**config.mk**
```make
export PLATFORM = sky130hd
export DESIGN_NAME = mdio_master_param_flat
export DESIGN_NICKNAME = d
export VERILOG_FILES = /design/src/rtl/mdio_master_param_if.sv /design/src/rtl/mdio_master_param.sv /design/src/flat_wrapper.sv
export SDC_FILE = /design/constraint.sdc
export NUM_CORES = 1
export LEC_CHECK = 0
export ABC_AREA = 1
export CAP_MARGIN = 20
export CELL_PAD_IN_SITES_DETAIL_PLACEMENT = 1
export CELL_PAD_IN_SITES_GLOBAL_PLACEMENT = 2
export CORE_ASPECT_RATIO = 0.8
export CORE_MARGIN = 4
export CORE_UTILIZATION = 34
export DETAILED_ROUTE_END_ITERATION = 12
export GPL_TIMING_DRIVEN = 1
export PLACE_DENSITY = 0.91
export SETUP_SLACK_MARGIN = 0.05
export SKIP_CTS_REPAIR_TIMING = 1
export SLEW_MARGIN = 10
export SYNTH_ARGS = -nofsm -noshare
export SYNTH_HDL_FRONTEND = slang
export SYNTH_SLANG_ARGS = --single-unit
```
**constraint.sdc**
```tcl
create_clock -name clk -period 3.8 [get_ports clk]
set_input_delay 1.14 -clock clk [delete_from_list [all_inputs] [get_ports clk]]
set_output_delay 1.14 -clock clk [all_outputs]
set_load 0.1 [all_outputs]
```
**src/rtl/mdio_master_param_if.sv**
```systemverilog
// MDIO master bus bundle: request/response handshake plus the PHY-facing pad signals.
// MDIO_START is a request strobe honoured only while BUSY=0. BUSY stays high through the DATA_RDY pulse. DATA_RDY is a one-clk completion pulse.
interface mdio_master_param_if;
    logic        MDIO_START;
    logic [31:0] T_DATA;
    logic        MDIO_IN;
    logic [15:0] RD_DATA;
    logic        DATA_RDY;
    logic        RD_ERR;
    logic        BUSY;
    logic        MDC;
    logic        MDIO_OE;
    logic        MDIO_OUT;

    modport master (
        input  MDIO_START, T_DATA, MDIO_IN,
        output RD_DATA, DATA_RDY, RD_ERR, BUSY, MDC, MDIO_OE, MDIO_OUT
    );

    modport slave (
        output MDIO_START, T_DATA, MDIO_IN,
        input  RD_DATA, DATA_RDY, RD_ERR, BUSY, MDC, MDIO_OE, MDIO_OUT
    );
endinterface

```
**src/rtl/mdio_master_param.sv**
```systemverilog
// Parametrised MDIO management master for clause-22 and clause-45 frames.
// It sends an optional preamble and then one 32-bit frame, and for reads it captures the turnaround bit and the data.
module mdio_master_param #(
    parameter int DIV     = 4,
    parameter int PRE_LEN = 32
) (
    input  logic                clk,
    input  logic                rst_n,
    mdio_master_param_if.master m_if,
    output logic [2:0]          o_dbg_state
);
    typedef enum logic [2:0] {S_IDLE, S_PRE, S_FRAME, S_TA, S_DATA, S_DONE} state_t;

    localparam int             NBITS    = PRE_LEN + 32;
    localparam int             DW       = (DIV > 1) ? $clog2(DIV) : 1;
    localparam logic [DW-1:0]  DIV_LAST = DW'(DIV - 1);
    localparam logic [5:0]     BIT_LAST = 6'(NBITS - 1);

    state_t        r_state, w_next, w_bit_state;
    logic [DW-1:0] r_div;
    logic          r_half;
    logic [5:0]    r_bit;
    logic [31:0]   r_frm;
    logic          r_rd;
    logic [15:0]   r_rx;
    logic          r_ta_bad;
    logic          r_mdc, r_oe, r_out, r_rdy, r_err;
    logic [15:0]   r_rd_data;

    logic          w_accept, w_half_end, w_bit_end, w_last;
    logic [5:0]    w_nbit;
    logic [31:0]   w_src;
    logic          w_src_rd, w_drv_oe, w_drv_out;
    int            w_nb, w_nf, w_cf;

    always_comb begin
        w_accept    = (r_state == S_IDLE) && m_if.MDIO_START;
        w_half_end  = (r_div == DIV_LAST);
        w_bit_end   = w_half_end && r_half;
        w_last      = (r_bit == BIT_LAST);
        // The first bit is computed from the live T_DATA because the latch happens on the same edge.
        w_nbit      = w_accept ? 6'd0 : r_bit + 6'd1;
        w_src       = w_accept ? m_if.T_DATA : r_frm;
        w_src_rd    = w_src[29];
        w_nb        = int'(w_nbit);
        w_nf        = w_nb - PRE_LEN;
        w_cf        = int'(r_bit) - PRE_LEN;
        w_bit_state = S_DATA;
        if (w_nb < PRE_LEN)  w_bit_state = S_PRE;
        else if (w_nf < 14)  w_bit_state = S_FRAME;
        else if (w_nf < 16)  w_bit_state = S_TA;
        w_drv_oe  = 1'b1;
        w_drv_out = 1'b1;
        if (w_bit_state != S_PRE) begin
            w_drv_oe  = !(w_src_rd && (w_nf >= 14));
            w_drv_out = w_drv_oe & w_src[~w_nf[4:0]];
        end
        w_next = r_state;
        case (r_state)
            S_IDLE:                    if (w_accept)  w_next = w_bit_state;
            S_PRE, S_FRAME, S_TA, S_DATA: if (w_bit_end) w_next = w_last ? S_DONE : w_bit_state;
            S_DONE:                    w_next = S_IDLE;
            default:                   w_next = S_IDLE;
        endcase
    end

    always_ff @(posedge clk or negedge rst_n) begin
        if (!rst_n) r_state <= S_IDLE;
        else        r_state <= w_next;
    end

    always_ff @(posedge clk or negedge rst_n) begin
        if (!rst_n) begin
            r_div     <= '0;
            r_half    <= 1'b0;
            r_bit     <= '0;
            r_frm     <= '0;
            r_rd      <= 1'b0;
            r_rx      <= '0;
            r_ta_bad  <= 1'b0;
            r_mdc     <= 1'b0;
            r_oe      <= 1'b0;
            r_out     <= 1'b0;
            r_rdy     <= 1'b0;
            r_err     <= 1'b0;
            r_rd_data <= '0;
        end else begin
            r_rdy <= 1'b0;
            r_err <= 1'b0;
            if (w_accept) begin
                r_frm    <= m_if.T_DATA;
                r_rd     <= m_if.T_DATA[29];
                r_bit    <= '0;
                r_div    <= '0;
                r_half   <= 1'b0;
                r_mdc    <= 1'b0;
                r_oe     <= w_drv_oe;
                r_out    <= w_drv_out;
                r_ta_bad <= 1'b0;
            end else if (r_state != S_IDLE && r_state != S_DONE) begin
                if (!w_half_end) begin
                    r_div <= r_div + DW'(1);
                end else begin
                    r_div <= '0;
                    if (!r_half) begin
                        // This edge raises MDC, so MDIO_IN is sampled here.
                        r_half <= 1'b1;
                        r_mdc  <= 1'b1;
                        if (w_cf == 15) r_ta_bad <= m_if.MDIO_IN;
                        if (r_rd && w_cf >= 16) r_rx <= {r_rx[14:0], m_if.MDIO_IN};
                    end else begin
                        r_half <= 1'b0;
                        r_mdc  <= 1'b0;
                        if (w_last) begin
                            r_oe  <= 1'b0;
                            r_out <= 1'b0;
                            r_rdy <= 1'b1;
                            if (r_rd) begin
                                r_rd_data <= r_rx;
                                r_err     <= r_ta_bad;
                            end
                        end else begin
                            r_bit <= w_nbit;
                            r_oe  <= w_drv_oe;
                            r_out <= w_drv_out;
                        end
                    end
                end
            end
        end
    end

    assign m_if.BUSY     = (r_state != S_IDLE);
    assign m_if.MDC      = r_mdc;
    assign m_if.MDIO_OE  = r_oe;
    assign m_if.MDIO_OUT = r_out;
    assign m_if.DATA_RDY = r_rdy;
    assign m_if.RD_ERR   = r_err;
    assign m_if.RD_DATA  = r_rd_data;
    assign o_dbg_state   = r_state;
endmodule

```
**src/flat_wrapper.sv**
```systemverilog
// flat-port wrapper written by rule: the top's interface ports become plain ports
module mdio_master_param_flat 
#(
    parameter int DIV     = 4,
    parameter int PRE_LEN = 32
)
  (clk, rst_n, o_dbg_state, m_if_MDIO_START, m_if_T_DATA, m_if_MDIO_IN, m_if_RD_DATA, m_if_DATA_RDY, m_if_RD_ERR, m_if_BUSY, m_if_MDC, m_if_MDIO_OE, m_if_MDIO_OUT);
  mdio_master_param_if m_if_i ();
  input  logic clk;
  input  logic rst_n;
  output logic [2:0] o_dbg_state;
  input wire logic [$bits(m_if_i.MDIO_START)-1:0] m_if_MDIO_START;
  input wire logic [$bits(m_if_i.T_DATA)-1:0] m_if_T_DATA;
  input wire logic [$bits(m_if_i.MDIO_IN)-1:0] m_if_MDIO_IN;
  output wire logic [$bits(m_if_i.RD_DATA)-1:0] m_if_RD_DATA;
  output wire logic [$bits(m_if_i.DATA_RDY)-1:0] m_if_DATA_RDY;
  output wire logic [$bits(m_if_i.RD_ERR)-1:0] m_if_RD_ERR;
  output wire logic [$bits(m_if_i.BUSY)-1:0] m_if_BUSY;
  output wire logic [$bits(m_if_i.MDC)-1:0] m_if_MDC;
  output wire logic [$bits(m_if_i.MDIO_OE)-1:0] m_if_MDIO_OE;
  output wire logic [$bits(m_if_i.MDIO_OUT)-1:0] m_if_MDIO_OUT;
  assign m_if_i.MDIO_START = m_if_MDIO_START;
  assign m_if_i.T_DATA = m_if_T_DATA;
  assign m_if_i.MDIO_IN = m_if_MDIO_IN;
  assign m_if_RD_DATA = m_if_i.RD_DATA;
  assign m_if_DATA_RDY = m_if_i.DATA_RDY;
  assign m_if_RD_ERR = m_if_i.RD_ERR;
  assign m_if_BUSY = m_if_i.BUSY;
  assign m_if_MDC = m_if_i.MDC;
  assign m_if_MDIO_OE = m_if_i.MDIO_OE;
  assign m_if_MDIO_OUT = m_if_i.MDIO_OUT;
  mdio_master_param #(.DIV(DIV), .PRE_LEN(PRE_LEN)) u_core (.clk(clk), .rst_n(rst_n), .m_if(m_if_i), .o_dbg_state(o_dbg_state));
endmodule
```
==> flow_summary.json, run 1 <==
{
  "status": "finished, final reports clean",
  "fp.dieH_um": 102.8,
  "antenna_cells": 0,
  "sw_frac_of_total_pct": 40.39,
  "power_frac_seq_pct": 34.1,
  "grt_overflow": 0,
  "rows": 34,
  "synth.largest_area_cell": "dfrtp_1",
  "synthSimpleGateAreaFrac_pct": 27.98,
  "cp-end-kind": "flip-flop",
  "grt_pass1_vias": 3284,
  "wl_per_cell_um": 14.63,
  "vias_per_cell": 4.753,
  "met2_length_um": 4360,
  "fin_tns_setup_ns": 0,
  "h-tree-depth": 3,
  "initial_core_util_pct": 34.93,
  "required_ns": 4.03,
  "synthCells": 467,
  "ir_worst_vdd_v": 0.0002649,
  "portBuffers": 60,
  "dr_wl_met3_um": 373,
  "worst_slack_ns": 0.9328,
  "syn_to_final_growth_pct": 26.74,
  "routabilityCongestion": 0.8326,
  "ys_warn_count": 0,
  "seq_area_frac_synth_pct": 53.74,
  "async_reset_ff_share_pct": 100.0,
  "setup_viol": 0,
  "synth_common_cells": "nand2_1 (159), dfrtp_1 (82), inv_1 (57), o21ai_0 (44), nand3_1 (34)",
  "hold_class": "reg -> reg",
  "avgSynthCellArea_sq_um": 8.177,
  "cts_sinks": 82,
  "dominantRegCellSynth": "dfrtp_1",
  "vias": 3208,
  "crit_fanout": 30,
  "io_pins": 61,
  "tightest_slew_ns": 0.9076,
  "drtIter0Drc": 150,
  "syn-cell-area_sq_mm": 0.003819,
  "p_int_mw": 2.182,
  "rsz0062_at_grt": "false",
  "netSwitchingPower_mw": 1.478,
  "synth_compound_area_share_pct": 8.978,
  "drv_slew": 0,
  "clk_pin_slew_ns": 0.06,
  "combPwrFrac_pct": 39.0,
  "top_layer": "met4",
  "power_density_mw_per_mm2": 756.2,
  "pre_cts_ws_ns": 0.6033,
  "max-cap-violations": 0,
  "cts_tree": "yes",
  "cts_buffer_depth": 2,
  "antenna_found_initial": 0,
  "drc": 0,
  "ys_ff_latch": 82,
  "fillCellCount": 1310,
  "max_freq_mhz": 348.8,
  "synth_cell_types": 34,
  "worstPathArrival_ns": 3.09,
  "synth-edff-count": 0,
  "netlist.area_leader.share_pct": 53.74,
  "cts_root_buffer": "clkbuf_16",
  "synth_fp_nets": 505,
  "hpwl_um": 7008,
  "cts_buffers": 9,
  "wl_met1_um": 5038,
  "clock_latency_ns": 0.34,
  "leakagePower_nw": 2.427,
  "fin_skew_ns": 0.004604,
  "path_class": "in -> reg",
  "maxSlewHeadroom_pct": 39.35,
  "hold_viol_final": 0,
  "dr.pass1.iters": 4,
  "synthAdderAreaFrac_pct": 0.6553,
  "min_period_over_period_pct": 75.45,
  "drive_gt1_share_pct": 11.68,
  "wirelength_um": 9872,
  "core_area_sq_mm": 0.01093,
  "synth_xor_area_share_pct": 0,
  "antenna_left": 0,
  "muxShareOfSynthArea_pct": 0,
  "period_needed_ns": 2.867,
  "grt_max_degree": 83,
  "synth_top_family_by_area": "simple AND/OR/NAND/NOR gates",
  "fin_nets": 565,
  "dieArea_sq_mm": 0.01300,
  "synth_area_leaders": "dfrtp_1 (54%), nand2_1 (16%), o21ai_0 (5.8%), inv_1 (5.6%), nand3_1 (4.5%)",
  "floorplan.die.width_um": 126.5,
  "globalRouteTotalUtil_pct": 16.15,
  "p_clk_share_pct": 26.9,
  "yosysMostFrequentCell": "nand2_1",
  "grt_first_pass_wirelength_um": 16870,
  "cp-start-kind": "input pin"
}
## flip-flops by register name, indices dropped and copies added, names as in the netlist
signal                flops
u_core.m_if.DATA_RDY      1
u_core.m_if.MDIO_OE       1
u_core.m_if.MDIO_OUT      1
u_core.m_if.RD_DATA      16
u_core.m_if.RD_ERR        1
u_core.o_dbg_state        3
u_core.r_bit              6
u_core.r_div              2
u_core.r_frm             32
u_core.r_half             1
u_core.r_rd               1
u_core.r_rx              16
u_core.r_ta_bad           1
## layer usage
layer | vias up | track usage [%]
met1 | 1555 | 22.59
met2 | 49 | 25.20
met4 | 0 | 4.452
li1 | 1597 | -
met3 | 7 | 4.039
met5 | - | 0
## cells by family after synthesis
| family | after synthesis |
|---|---|
| AO/OA/AOI/OAI | 64 |
| adder cells (fa/ha/maj) | 2 |
| buffers and inverters | 78 |
| flip-flops | 82 |
| AND/OR/NAND/NOR | 241 |
## power groups by stage
stage / sequential (mW) / clock, mW / combinational (mW)
finish: 1.25 / 0.986 / 1.43
detailed placement: 1.26 / 0 / 1.42
floorplan: 1.39 / 0 / 0.897
global route: 1.27 / 1.06 / 1.62
CTS: 1.25 / 1.01 / 1.43
global placement: 1.25 / 0 / 1.39
## final timing paths
kind / from / end / slack [ns] / cells past startpoint
setup / recovery: m_if_MDIO_START / u_core.m_if.MDIO_OUT / 0.93 / 10
hold / removal: u_core.r_rx[13] / u_core.r_rx[14] / 0.48 / 2
setup reg to reg: u_core.r_bit[0] / u_core.m_if.RD_DATA[4] / 1.35 / 9
hold reg to reg: u_core.r_rx[13] / u_core.r_rx[14] / 0.48 / 2
max in group asynchronous: rst_n / u_core.m_if.MDIO_OUT / 2.39 / 2
min in group asynchronous: rst_n / u_core.m_if.RD_DATA[10] / 0.79 / 1
## cell usage in the layout, fill, tap and decap left out, types with 2 or more instances in the layout
cell type	synthesis	routed
nand3_1	34	34
clkdlybuf4s50_1	0	34
o21ai_0	44	44
clkbuf_16	0	9
ha_1	2	2
nor3_1	2	2
buf_4	2	31
inv_2	2	2
nand2_1	159	159
nor2_2	3	3
nand4_1	9	9
o21ai_1	4	4
inv_1	57	57
nand3_4	2	2
buf_12	0	2
nand2_2	3	3
bufinv_16	0	3
nor2_1	18	18
and2_1	7	7
dfrtp_1	82	82
nor3_2	2	2
a21oi_1	8	8
## stage by stage
step                      total power, mW  instance area (sq um)  std cells  util (%)  hold WS (ns)
after floorplan                     2.290                   3819        467         -        0.4435
after global placement              2.642                   4487        659     41.04        0.4610
after detailed placement            2.679                   4487        659     41.04        0.4667
after CTS                           3.691                   4820        674     44.08        0.4832
after global routing                3.943                   4840        675     44.27        0.5114
final                               3.660                   4840        675     44.27        0.4795
## critical path, cell delays in order
cell and delay, ns:
clkdlybuf4s50_1 0.54, nand3_4 0.20, inv_2 0.48, nand2_1 0.19, o21ai_1 0.15, a31oi_1 0.14
nand2_1 0.10, nand2_1 0.05, nand2_1 0.06, nand2_1 0.04
## cell type report
class	instances	area, sq um	area share, %
Sequential cell	82	2052	42.40
Multi-Input combinational cell	307	1436	29.68
Timing Repair Buffer	67	613.1	12.67
Clock buffer	10	229.0	4.731
Inverter	60	225.2	4.654
Tap cell	144	180.2	3.723
Clock inverter	5	103.9	2.146
No activity file was read; power rests on OpenSTA's default activity.
==> run 2: changes to the inputs <==
--- a/config.mk
+++ b/config.mk
@@ -11,10 +11,10 @@
 export CELL_PAD_IN_SITES_GLOBAL_PLACEMENT = 2
 export CORE_ASPECT_RATIO = 0.8
 export CORE_MARGIN = 4
-export CORE_UTILIZATION = 34
+export CORE_UTILIZATION = 28
 export DETAILED_ROUTE_END_ITERATION = 12
 export GPL_TIMING_DRIVEN = 1
-export PLACE_DENSITY = 0.91
+export PLACE_DENSITY = 0.81
 export SETUP_SLACK_MARGIN = 0.05
 export SKIP_CTS_REPAIR_TIMING = 1
 export SLEW_MARGIN = 10
==> constraint.sdc (replaced) <==
create_clock -name clk -period 2.61 [get_ports clk]
set_input_delay 0.783 -clock clk [delete_from_list [all_inputs] [get_ports clk]]
set_output_delay 0.783 -clock clk [all_outputs]
set_load 0.1 [all_outputs]
==> run 2 against run 1 <==
- first-iteration DRC count down 45%
- largest cell class unchanged
- core utilization down 6.1 points
- final cell count up 6.7%
- largest power group unchanged
- wire length up 3.9%
- via count up 0.62%
- final area up 3.3%
- non-clock buffer count up 14
==> flow_summary.json, run 2 (synthesis gave the netlist of run 1 again) <==
{
  "required_ns": 2.85,
  "max-cap-violations": 0,
  "core_area_sq_mm": 0.01310,
  "critPathMaxStageDelay_ns": 0.47,
  "syn_to_final_growth_pct": 30.93,
  "hold_viol_final": 0,
  "h-tree-depth": 3,
  "cp-start-kind": "input pin",
  "power_density_mw_per_mm2": 1071,
  "clock_latency_ns": 0.34,
  "antenna_left": 0,
  "initial_core_util_pct": 29.15,
  "cp_common_cell": "nand2_1",
  "grt_pass1_vias": 3368,
  "portBuffers": 60,
  "dr_wl_met3_um": 285,
  "cts_tree": "yes",
  "worstReg2RegStart": "u_core.r_bit[0]",
  "antenna_cells": 0,
  "p_clk_share_pct": 23.6,
  "tightest_slew_ns": 0.4215,
  "cts_sinks": 82,
  "ir_worst_vdd_v": 0.0003941,
  "cp-end-kind": "flip-flop",
  "clk_pin_slew_ns": 0.06,
  "rrSetupSlack_ns": 0.58,
  "grt_max_degree": 40,
  "grt_overflow": 0,
  "r2r_end": "u_core.m_if.MDIO_OUT",
  "cts_buffer_depth": 2,
  "drc": 0,
  "drive_gt1_share_pct": 14.68,
  "status": "finished, final reports clean",
  "fillCellCount": 1550,
  "met2_length_um": 4554,
  "combPwrFrac_pct": 42.5,
  "path_buf_inv": 2,
  "hpwl_um": 7756,
  "wl_per_cell_um": 14.25,
  "cp_slowest_cell": "clkdlybuf4s50_1",
  "grt_first_pass_wirelength_um": 17530,
  "hold_class": "in -> async",
  "final_common_cell": "nand2_1",
  "regMostFlops": "u_core.r_frm",
  "wl_met1_um": 5272,
  "fin_skew_ns": 0.006575,
  "antenna_found_initial": 0,
  "largest_register_ffs": 32,
  "power_frac_seq_pct": 33.9,
  "multi_input_area_sq_mm": 0.001439,
  "wirelength_um": 10260,
  "setup_viol": 0,
  "dr.pass1.iters": 5,
  "io_pins": 61,
  "cts_buffers": 9,
  "crit_fanout": 13,
  "sw_frac_of_total_pct": 41.07,
  "reg2reg_depth": 12,
  "p_int_mw": 3.156,
  "vias": 3228,
  "power_mw": 5.355,
  "period_needed_ns": 2.288,
  "path_delay_family": "simple AND/OR/NAND/NOR gates",
  "drv_slew": 0,
  "netSwitchingPower_mw": 2.199,
  "top_layer": "met4",
  "vias_per_cell": 4.483,
  "routabilityCongestion": 0.8335,
  "rsz0062_at_grt": "false",
  "dieArea_sq_mm": 0.01558,
  "dp_cells": 705,
  "max_freq_mhz": 437.1,
  "min_period_over_period_pct": 87.65,
  "fin_cells": 720,
  "fin_nets": 579,
  "globalRouteTotalUtil_pct": 13.83,
  "final-seq-area_sq_mm": 0.002054,
  "cts_root_buffer": "clkbuf_16",
  "holdWs_ns": 0.3051,
  "layout_common_cells": "nand2_1 (158), dfrtp_1 (80), inv_1 (57)",
  "maxSlewHeadroom_pct": 71.68,
  "rows": 37,
  "crit_chain": "clkdlybuf4s50_1 -> nand3_4 -> buf_12 -> nand3_4 -> nor2_2 -> nand2_1 -> nand2_1 -> a31oi_1 -> nand2_1 -> nand2_1 -> nand2_1 -> nand2_1",
  "leakagePower_nw": 2.483,
  "path_class": "in -> reg",
  "drtIter0Drc": 82,
  "worstPathArrival_ns": 2.52,
  "fp.dieH_um": 112.5,
  "floorplan.die.width_um": 138.6
}
-- run 2: cell count changes in the layout (fill, tap and decap cells not counted), sizes merged --
cell / change
buf: +14
bufinv: -2
clkinvlp: +2
-- run 2: per-layer routing --
layer,up-vias,global-route usage [%]
met3,9,3.365
met2,43,20.81
li1,1623,-
met1,1553,19.66
met5,-,0
met4,0,4.345
-- run 2: per-stage QoR --
stage	worst slack (ns)	area [sq um]	TNS, ns	utilization (%)
2_1_floorplan	0.05708	3824	0	-
3_3_place_gp	0.006476	4706	0	35.92
3_5_place_dp	-0.04129	4706	-0.04377	35.92
4_1_cts	0.3194	5000	0	38.16
5_1_grt	0.1989	5000	0	38.16
6_report	0.3224	5000	0	38.16
-- run 2: cell type report --
type | count | share of cell area (%)
multi-input cells | 307 | 28.78
repair buffers | 81 | 15.37
inverters | 60 | 4.505
clock inverters | 5 | 1.101
well taps | 175 | 4.379
flip-flops and latches | 82 | 41.09
clock buffers | 10 | 4.780
-- run 2: worst reg2reg max path, cell delays in order, from the launching register on --
cell	delay, ns
dfrtp_1	0.51
ha_1	0.23
nand2_1	0.07
nor2_1	0.18
inv_1	0.08
nor2_1	0.09
inv_1	0.08
a21oi_1	0.34
a31oi_1	0.12
nand2_1	0.09
nand2_1	0.05
nand2_1	0.05
nand2_1	0.05
-- run 2: worst max-delay path by stage --
stage                     slack [ns]                 endpoint  depth (start not counted)                  start
final                           0.32     u_core.m_if.MDIO_OUT                         12        m_if_MDIO_START
after global routing            0.20     u_core.m_if.MDIO_OUT                         12        u_core.r_bit[0]
after floorplan                 0.06  u_core.m_if.RD_DATA[10]                          8  u_core.o_dbg_state[1]
after detailed placement       -0.04     u_core.m_if.MDIO_OUT                         12        m_if_MDIO_START
after global placement         0.006     u_core.m_if.MDIO_OUT                         12        m_if_MDIO_START
after CTS                       0.32     u_core.m_if.MDIO_OUT                         12        m_if_MDIO_START
-- run 2: power groups by stage --
stage,Sequential [mW],Clock (mW),Combinational [mW]
6_report,1.81,1.26,2.28
5_1_grt,1.86,1.36,2.55
4_1_cts,1.82,1.31,2.30
3_5_place_dp,1.84,0,2.29
3_3_place_gp,1.82,0,2.24
2_1_floorplan,2.03,0,1.31
==> run 3: changes to the inputs <==
--- a/config.mk
+++ b/config.mk
@@ -11,10 +11,11 @@
 export CELL_PAD_IN_SITES_GLOBAL_PLACEMENT = 2
 export CORE_ASPECT_RATIO = 0.8
 export CORE_MARGIN = 4
-export CORE_UTILIZATION = 28
+export CORE_UTILIZATION = 33
 export DETAILED_ROUTE_END_ITERATION = 12
+export DONT_BUFFER_PORTS = 1
 export GPL_TIMING_DRIVEN = 1
-export PLACE_DENSITY = 0.81
+export PLACE_DENSITY = 0.8
 export SETUP_SLACK_MARGIN = 0.05
 export SKIP_CTS_REPAIR_TIMING = 1
 export SLEW_MARGIN = 10
==> run 3 against run 2 <==
- fmax shrank 0.66%
- clock power increased by 3%
- non-clock buffer count decreased by 49
- sequential share of layout area is 5.1 points higher
- register-to-register slack worse by 0.16 ns
- setup slack worse by 0.015 ns
- final cell count shrank 11%
==> flow_summary.json, run 3 (synthesis gave the netlist of run 1 again) <==
{
  "grt_max_degree": 83,
  "rsz0062_at_grt": "false",
  "p_int_mw": 3.001,
  "cts_buffers": 9,
  "antenna_found_initial": 0,
  "crit_fanout": 10,
  "leakagePower_nw": 2.264,
  "fillCellCount": 1351,
  "netSwitchingPower_mw": 2.094,
  "rows": 34,
  "final-seq-area_sq_mm": 0.002054,
  "layout_common_cells": "nand2_1 (158), dfrtp_1 (80), inv_1 (57)",
  "critPathMaxStageDelay_ns": 0.41,
  "drive_gt1_share_pct": 12.90,
  "fin_tns_setup_ns": 0,
  "antenna_left": 0,
  "hold_viol_final": 0,
  "antenna_cells": 0,
  "largest_register_ffs": 32,
  "fin_nets": 530,
  "maxSlewHeadroom_pct": 69.27,
  "globalRouteTotalUtil_pct": 15.93,
  "fin_skew_ns": 0.005543,
  "cp-start-kind": "flip-flop",
  "cp-end-kind": "primary output",
  "worstReg2RegStart": "u_core.r_bit[0]",
  "io_pins": 61,
  "max_freq_mhz": 434.2,
  "setup_viol": 0,
  "path_class": "reg -> out",
  "fp.dieH_um": 104.2,
  "worstPathArrival_ns": 1.52,
  "combPwrFrac_pct": 39.0,
  "cts_buffer_depth": 2,
  "path_buf_inv": 2,
  "path_delay_family": "buffers and inverters",
  "h-tree-depth": 3,
  "tightest_slew_ns": 0.4609,
  "grt_overflow": 0,
  "initial_core_util_pct": 34.39,
  "crit_chain": "nor2_2 -> buf_4 -> nand2_2 -> buf_4",
  "regMostFlops": "u_core.r_frm",
  "min_period_over_period_pct": 88.23,
  "sw_frac_of_total_pct": 41.10,
  "max-cap-violations": 0,
  "design_area_sq_mm": 0.004444,
  "hold_class": "in -> async",
  "startpoint": "u_core.o_dbg_state[0]",
  "grt_first_pass_wirelength_um": 17140,
  "drtIter0Drc": 144,
  "period_needed_ns": 2.303,
  "dieArea_sq_mm": 0.01337,
  "power_density_mw_per_mm2": 1146,
  "cts_tree": "yes",
  "wl_per_cell_um": 15.42,
  "grt_pass1_vias": 3346,
  "reg2reg_depth": 12,
  "cp_slowest_cell": "dfrtp_2",
  "portBuffers": 0,
  "clock_latency_ns": 0.33,
  "routabilityCongestion": 0.8229,
  "clk_pin_slew_ns": 0.06,
  "drv_slew": 0,
  "p_clk_share_pct": 25.5,
  "r2r_end": "u_core.m_if.MDIO_OUT",
  "status": "finished, final reports clean",
  "required_ns": 1.83,
  "cts_sinks": 82,
  "drc": 0,
  "ir_worst_vdd_v": 0.0004647,
  "dpl_cell_area_sq_mm": 0.004139,
  "dr.pass1.iters": 4,
  "multi_input_area_sq_mm": 0.001439,
  "final_common_cell": "nand2_1",
  "cts_root_buffer": "clkbuf_16",
  "vias_per_cell": 4.841,
  "cp.depth": 4,
  "vias": 3098,
  "core_area_sq_mm": 0.01110,
  "floorplan.die.width_um": 128.3,
  "power_frac_seq_pct": 35.6,
  "hpwl_um": 7144,
  "wirelength_um": 9867,
  "worstSetupEndpoint": "m_if_BUSY",
  "rrSetupSlack_ns": 0.42,
  "syn_to_final_growth_pct": 16.38,
  "cp_common_cell": "buf_4"
}
-- run 3: cell count changes in the layout (fill, tap and decap cells not counted), sizes merged --
cell	previous run	this run
clkdlybuf4s50	34	0
buf	47	32
clkbuf	10	13
clkinvlp	2	0
clkinv	3	2
-- run 3: final cells by class --
cell class | count | share of cell area [%]
well taps | 144 | 4.054
clock inverters | 2 | 0.7883
inverters | 60 | 5.068
multi-input cells | 307 | 32.38
repair buffers | 32 | 5.405
flip-flops and latches | 82 | 46.23
clock buffers | 13 | 6.081
-- run 3: worst min-delay path by stage --
stage                     depth (start not counted)                      end        startpoint
after floorplan                                   2          u_core.r_frm[5]   u_core.r_frm[5]
after global placement                            2           u_core.r_rx[4]    u_core.r_rx[3]
after detailed placement                          2         u_core.r_frm[11]  u_core.r_frm[11]
after CTS                                         0  u_core.m_if.RD_DATA[11]             rst_n
after global routing                              0  u_core.m_if.RD_DATA[11]             rst_n
final                                             0  u_core.m_if.RD_DATA[11]             rst_n
-- run 3: per-layer routing --
layer	part of all wire, %	track usage (%)	vias up
li1	-	-	1525
met1	51	23.00	1502
met2	44	23.31	63
met3	4.6	4.774	8
met4	0.86	3.939	0
met5	0	0	-
-- run 3: power by group through the flow --
| stage | registers, mW | logic [mW] | clock network, mW |
|---|---|---|---|
| final | 1.81 | 1.98 | 1.30 |
| after global routing | 1.86 | 2.24 | 1.39 |
| after CTS | 1.81 | 2.00 | 1.33 |
| after detailed placement | 1.83 | 1.99 | 0 |
| after global placement | 1.82 | 1.94 | 0 |
| after floorplan | 2.03 | 1.31 | 0 |
-- run 3: worst register-to-register path, stage by stage, from the launching register on --
cell	delay (ns)
dfrtp_1	0.51
ha_1	0.23
nand2_1	0.07
nor2_1	0.20
inv_1	0.09
nor2_1	0.13
inv_1	0.10
a21oi_1	0.39
a31oi_1	0.14
nand2_1	0.10
nand2_1	0.05
nand2_1	0.05
nand2_1	0.04
-- run 3: stage by stage --
step / hold WS [ns] / worst slack [ns] / power [mW] / util, % / cells
finish: 0.1407 / 0.3071 / 5.094 / 40.03 / 640
CTS: 0.1293 / 0.2981 / 5.142 / 40.03 / 640
global placement: 0.4570 / 0.3463 / 3.760 / 37.28 / 625
global route: 0.1201 / 0.1649 / 5.492 / 40.03 / 640
detailed placement: 0.4727 / 0.2491 / 3.820 / 37.28 / 625
floorplan: 0.4435 / 0.05708 / 3.338 / - / 467
